<file path="src/rtl/sdram_cpu_bridge.sv">
// sdram_cpu_bridge
// Adapts the 8-bit CPU/ULA byte bus to a 16-bit port of the dual-port SDRAM
// controller, which uses a toggle-style req/ack handshake. Writes are posted:
// the CPU gets cpu_ready one cycle after accept while the bridge waits for
// the controller's ack. Only one request is outstanding at a time.
//
// Optional feature macro: SDRAM_CPU_BRIDGE_CACHE_EN
//   Adds a one-word (valid/tag/data) read cache. Read hits complete one cycle
//   after accept without touching SDRAM. Writes that hit the tag update the
//   cached byte and still go to SDRAM.
//
// Ports:
//   clk        SDRAM clock (shared with the controller)
//   init_n     asynchronous active-low reset
//   cpu_req    one-cycle access strobe, ignored while cpu_busy=1
//   cpu_we     1=write, 0=read
//   cpu_a      24-bit byte address
//   cpu_d      write byte
//   cpu_q      read byte, held until the next read completes
//   cpu_ready  one-cycle completion pulse
//   cpu_busy   request outstanding
//   mem_req    toggle request to the controller
//   mem_ack    controller ack; request done when mem_ack == mem_req
//   mem_we     write enable to the controller
//   mem_a      23-bit word address
//   mem_ds     byte enables {upper, lower}
//   mem_d      16-bit write data (byte replicated on both lanes)
//   mem_q      16-bit read data, valid in the ack cycle of a read
module sdram_cpu_bridge (
  input  logic        clk,
  input  logic        init_n,
  input  logic        cpu_req,
  input  logic        cpu_we,
  input  logic [23:0] cpu_a,
  input  logic [7:0]  cpu_d,
  output logic [7:0]  cpu_q,
  output logic        cpu_ready,
  output logic        cpu_busy,
  output logic        mem_req,
  input  logic        mem_ack,
  output logic        mem_we,
  output logic [22:0] mem_a,
  output logic [1:0]  mem_ds,
  output logic [15:0] mem_d,
  input  logic [15:0] mem_q
);

  localparam int unsigned BYTE_W  = 8;
  localparam int unsigned WORD_W  = 16;
  localparam int unsigned WADDR_W = 23;

  typedef enum logic [1:0] {
    IDLE    = 2'd0,
    RD_WAIT = 2'd1,
    WR_WAIT = 2'd2
  } state_t;

  state_t               state, state_nxt;
  logic                 mem_req_nxt, mem_we_nxt;
  logic [WADDR_W-1:0]   mem_a_nxt;
  logic [1:0]           mem_ds_nxt;
  logic [WORD_W-1:0]    mem_d_nxt;
  logic [BYTE_W-1:0]    cpu_q_nxt;
  logic                 cpu_ready_nxt, cpu_busy_nxt;

  logic                 mem_done;
  logic                 rd_hit;
  logic [BYTE_W-1:0]    hit_byte;

  // Controller has finished the outstanding request
  assign mem_done = (mem_ack == mem_req);

`ifdef SDRAM_CPU_BRIDGE_CACHE_EN
  logic                 cache_valid, cache_valid_nxt;
  logic [WADDR_W-1:0]   cache_tag, cache_tag_nxt;
  logic [WORD_W-1:0]    cache_data, cache_data_nxt;

  assign rd_hit   = cache_valid && (cache_tag == cpu_a[23:1]);
  assign hit_byte = cpu_a[0] ? cache_data[15:8] : cache_data[7:0];

  // Cache fill on read completion, byte write-through on tag match at accept
  always_comb begin
    cache_valid_nxt = cache_valid;
    cache_tag_nxt   = cache_tag;
    cache_data_nxt  = cache_data;
    if (state == IDLE && cpu_req && cpu_we && cache_tag == cpu_a[23:1]) begin
      if (cpu_a[0]) cache_data_nxt[15:8] = cpu_d;
      else          cache_data_nxt[7:0]  = cpu_d;
    end
    if (state == RD_WAIT && mem_done) begin
      cache_valid_nxt = 1'b1;
      cache_tag_nxt   = mem_a;
      cache_data_nxt  = mem_q;
    end
  end

  always_ff @(posedge clk or negedge init_n) begin
    if (!init_n) begin
      cache_valid <= 1'b0;
      cache_tag   <= '0;
      cache_data  <= '0;
    end else begin
      cache_valid <= cache_valid_nxt;
      cache_tag   <= cache_tag_nxt;
      cache_data  <= cache_data_nxt;
    end
  end
`else
  assign rd_hit   = 1'b0;
  assign hit_byte = '0;
`endif

  // Next-state and registered-output logic
  always_comb begin
    state_nxt     = state;
    mem_req_nxt   = mem_req;
    mem_we_nxt    = mem_we;
    mem_a_nxt     = mem_a;
    mem_ds_nxt    = mem_ds;
    mem_d_nxt     = mem_d;
    cpu_q_nxt     = cpu_q;
    cpu_ready_nxt = 1'b0;
    cpu_busy_nxt  = cpu_busy;

    case (state)
      IDLE: begin
        if (cpu_req) begin
          if (!cpu_we && rd_hit) begin
            // Cache hit: answer directly, stay idle and not busy
            cpu_q_nxt     = hit_byte;
            cpu_ready_nxt = 1'b1;
          end else begin
            mem_we_nxt   = cpu_we;
            mem_a_nxt    = cpu_a[23:1];
            mem_ds_nxt   = cpu_a[0] ? 2'b10 : 2'b01;
            mem_d_nxt    = {cpu_d, cpu_d};
            mem_req_nxt  = ~mem_req;
            cpu_busy_nxt = 1'b1;
            if (cpu_we) begin
              // Posted write: release the CPU now, wait for the ack in WR_WAIT
              cpu_ready_nxt = 1'b1;
              state_nxt     = WR_WAIT;
            end else begin
              state_nxt = RD_WAIT;
            end
          end
        end
      end

      RD_WAIT: begin
        if (mem_done) begin
          cpu_q_nxt     = mem_ds[1] ? mem_q[15:8] : mem_q[7:0];
          cpu_ready_nxt = 1'b1;
          cpu_busy_nxt  = 1'b0;
          state_nxt     = IDLE;
        end
      end

      WR_WAIT: begin
        if (mem_done) begin
          cpu_busy_nxt = 1'b0;
          state_nxt    = IDLE;
        end
      end

      default: begin
        cpu_busy_nxt = 1'b0;
        state_nxt    = IDLE;
      end
    endcase
  end

  // State and output registers
  always_ff @(posedge clk or negedge init_n) begin
    if (!init_n) begin
      state     <= IDLE;
      mem_req   <= 1'b0;
      mem_we    <= 1'b0;
      mem_a     <= '0;
      mem_ds    <= 2'b00;
      mem_d     <= '0;
      cpu_q     <= '0;
      cpu_ready <= 1'b0;
      cpu_busy  <= 1'b0;
    end else begin
      state     <= state_nxt;
      mem_req   <= mem_req_nxt;
      mem_we    <= mem_we_nxt;
      mem_a     <= mem_a_nxt;
      mem_ds    <= mem_ds_nxt;
      mem_d     <= mem_d_nxt;
      cpu_q     <= cpu_q_nxt;
      cpu_ready <= cpu_ready_nxt;
      cpu_busy  <= cpu_busy_nxt;
    end
  end

endmodule

</file>
<file path="config.mk">
export PLATFORM = sky130hd
export DESIGN_NAME = sdram_cpu_bridge
export DESIGN_NICKNAME = d
export VERILOG_FILES = /design/src/rtl/sdram_cpu_bridge.sv
export SDC_FILE = /design/constraint.sdc
export NUM_CORES = 1
export LEC_CHECK = 0
export CORE_MARGIN = 1.5
export CORE_UTILIZATION = 39
export DETAILED_ROUTE_END_ITERATION = 7
export GPL_ROUTABILITY_DRIVEN = 0
export PLACE_DENSITY = 0.92
export SYNTH_ARGS = -nofsm -noshare
export SYNTH_HDL_FRONTEND = slang
export SYNTH_SLANG_ARGS = --single-unit
</file>
<file path="constraint.sdc">
create_clock -name clk -period 1.8 [get_ports clk]
set_clock_uncertainty 0.15 [all_clocks]
set_input_delay 0.36 -clock clk [delete_from_list [all_inputs] [get_ports clk]]
set_output_delay 0.36 -clock clk [all_outputs]
set_load 0.005 [all_outputs]
</file>
==> flow_summary.toml <==
[timing]
max_freq_mhz = 577.7
tns_ns = 0
finalWorstSetupSlack_ns = 0.06888
relSlewSlack = 0.5382
finalSetupViolCount = 0
period_minus_slack_ns = 1.731
rsz0062_at_grt = "no"
drv_slew = 0
period_share = 0.9617
report.final.hold_viol_count = 0
worstMarginPinSlew_ns = 0.6894

[finish]
syn2layout_area_growth_pct = 62.13
final_area_sq_um = 3219
final_core_util = 0.6683
layout_common_cells = "104 x clkdlybuf4s50_1, 46 x dfrtp_1, 32 x mux2_2"
antenna_cells = 0
fin_nets = 305
mostFrequentLayoutCell = "clkdlybuf4s50_1"
nFillCells = 391
drive_gt1_frac = 0.2200

[place]
portBuffers = 105
pre_cts_ws_ns = -0.1710
place_area_sq_um = 3093
hpwlAfterDp_um = 3411

[die]
core_area_sq_um = 4817
rows = 25
die_area_sq_um = 5529
ioPinCount = 106
initial_core_util = 0.4122
die_y_um = 74.36
dieWidth_um = 74.36

[synth]
synth_ff_type = "dfrtp_1"
synth.cell_area_sq_um = 1986
synthArstFlopShare = 1.000
yosys_register_bits = 47
synth_edf_count = 0
synth_seq_area_share = 0.5923
syn_inst = 142
syn_avg_cell_area_sq_um = 13.98
synthTopCellsByArea = "dfrtp_1 59%, mux2_2 18%, mux2i_1 4.5%"
synth_cell_types = 25
synth_top_area_frac = 0.5923
yosysTopAreaCell = "dfrtp_1"
synth_fp_nets = 198
yosysWarningCount = 0

[critical_path]
crit_path_start_kind = "register"
critPathRequiredTime_ns = 1.29
cp_data_arrival_time_ns = 1.22
critPathCaptureType = "output port"
path_class = "reg -> out"
path_cells = "clkdlybuf4s50_1"
slowest_stage = "clkdlybuf4s50_1"
cpPeakStageDelay_ns = 0.52
cpLargestDelayFamily = "buffers and inverters"
crit_fanout = 4
critPathBufInv = 1

[grt]
grt_start_max_net_pins = 25
grt_usage = 0.1651
grt_pass1_wl_um = 6851
antenna_found_initial = 0
grt_pass1_vias = 1520
grt.overflow.total = 0

[clock_tree]
cts-root-buf = "clkbuf_8"
cts_buffers = 5
htree_levels = 2
cts_sinks = 47
clock_latency_ns = 0.28
clkTransAtPathRegs_ns = 0.08
tritoncts = "done"
clock_path_buffers = 2

[power_and_ir_drop]
p_leak_nw = 1.359
ir_worst_vdd_mv = 0.8433
total_power_mw = 5.242
p_per_area_nw_per_um2 = 1628

[detailed_routing]
drt_pass1_iterations = 4
routedWlPerCell_um = 14.30
ant_nets = 0
drt_iter0_markers = 35
drcViolationCount = 0
num_vias = 1529
finalWirelength_um = 4533
via_per_inst = 4.823

[run]
maxCapViolCount = 0

[min_path]
hp-class = "reg -> reg"

[outcome]
outcome = "finished, final reports clean"
[per-stage QoR]
| stage | cells | hold slack, ns |
|---|---|---|
| 3_3_place_gp | 306 | 0.2226 |
| 4_1_cts | 315 | 0.3445 |
| 2_1_floorplan | 142 | -0.08559 |
| 5_1_grt | 317 | 0.3790 |
| 6_report | 317 | 0.3448 |
| 3_5_place_dp | 306 | 0.2255 |
[cells in the mapped netlist, types with 2 or more instances]
master	count
a21oi_1	9
a31oi_1	8
buf_2	4
buf_4	8
dfrtp_1	47
ha_1	3
inv_1	2
mux2_2	32
mux2i_1	9
nand2_1	4
o21ai_0	2
[what timing repair did]
action	4_1_cts	5_1_grt
resized for setup	1	0
cloned	0	0
setup endpoints to repair	1	1
setup buffers	0	2
hold buffers	1	0
hold endpoints to repair	47	0
[tightest hold or removal path: cells and delay by family (launching register included)]
family,cells,cell delay (ns)
flops,1,0.35
simple gates,2,0.11
[report_power, final]
group	switching, mW	internal, mW
clock	0.323	0.351
sequential	0.298	1.59
combinational	0.896	1.79
[cells by family after synthesis]
family | count (synthesis) | synth area share
flops | 47 | 0.5923
buf+inv | 17 | 0.05419
fa+ha+maj | 3 | 0.01891
compound gates | 21 | 0.06175
simple gates | 9 | 0.02142
mux | 42 | 0.2344
xor+xnor | 3 | 0.01702
[layer usage]
layer / wire length, um / vias to the layer above / track usage
met3: 494 / 6 / 0.06911
met2: 2271 / 84 / 0.2956
li1: - / 704 / -
met5: 0 / - / 0
met4: 48 / 0 / 0.04242
met1: 1719 / 735 / 0.1806
[flip-flops by register name (all words and copies together), names as in the netlist]
name and flops:
state 2, mem_a 23, mem_we 1, cpu_q 8
mem_ds 2, cpu_busy 1, mem_req 1, mem_d 8
cpu_ready 1
[worst paths after layout]
kind	startpoint	depth (start not counted)	slack, ns	end
worst max-delay path	mem_req	1	0.07	mem_req
worst min-delay path	mem_we	2	0.34	mem_we
max in group asynchronous	init_n	3	0.79	mem_req
min in group asynchronous	init_n	3	0.45	cpu_q[0]
worst min register to register	mem_we	2	0.34	mem_we
worst max register to register	state[0]	5	0.21	mem_d[14]
[area by class of cell]
class                   count  area (sq um)  area share
inverters                   2         7.507    0.002332
well taps                  67         83.83     0.02604
multi-input cells          78         701.9      0.2180
repair buffers            115          1149      0.3568
flip-flops and latches     47          1177      0.3657
clock buffers               8         100.1     0.03109
No activity file was read; power rests on OpenSTA's default activity.
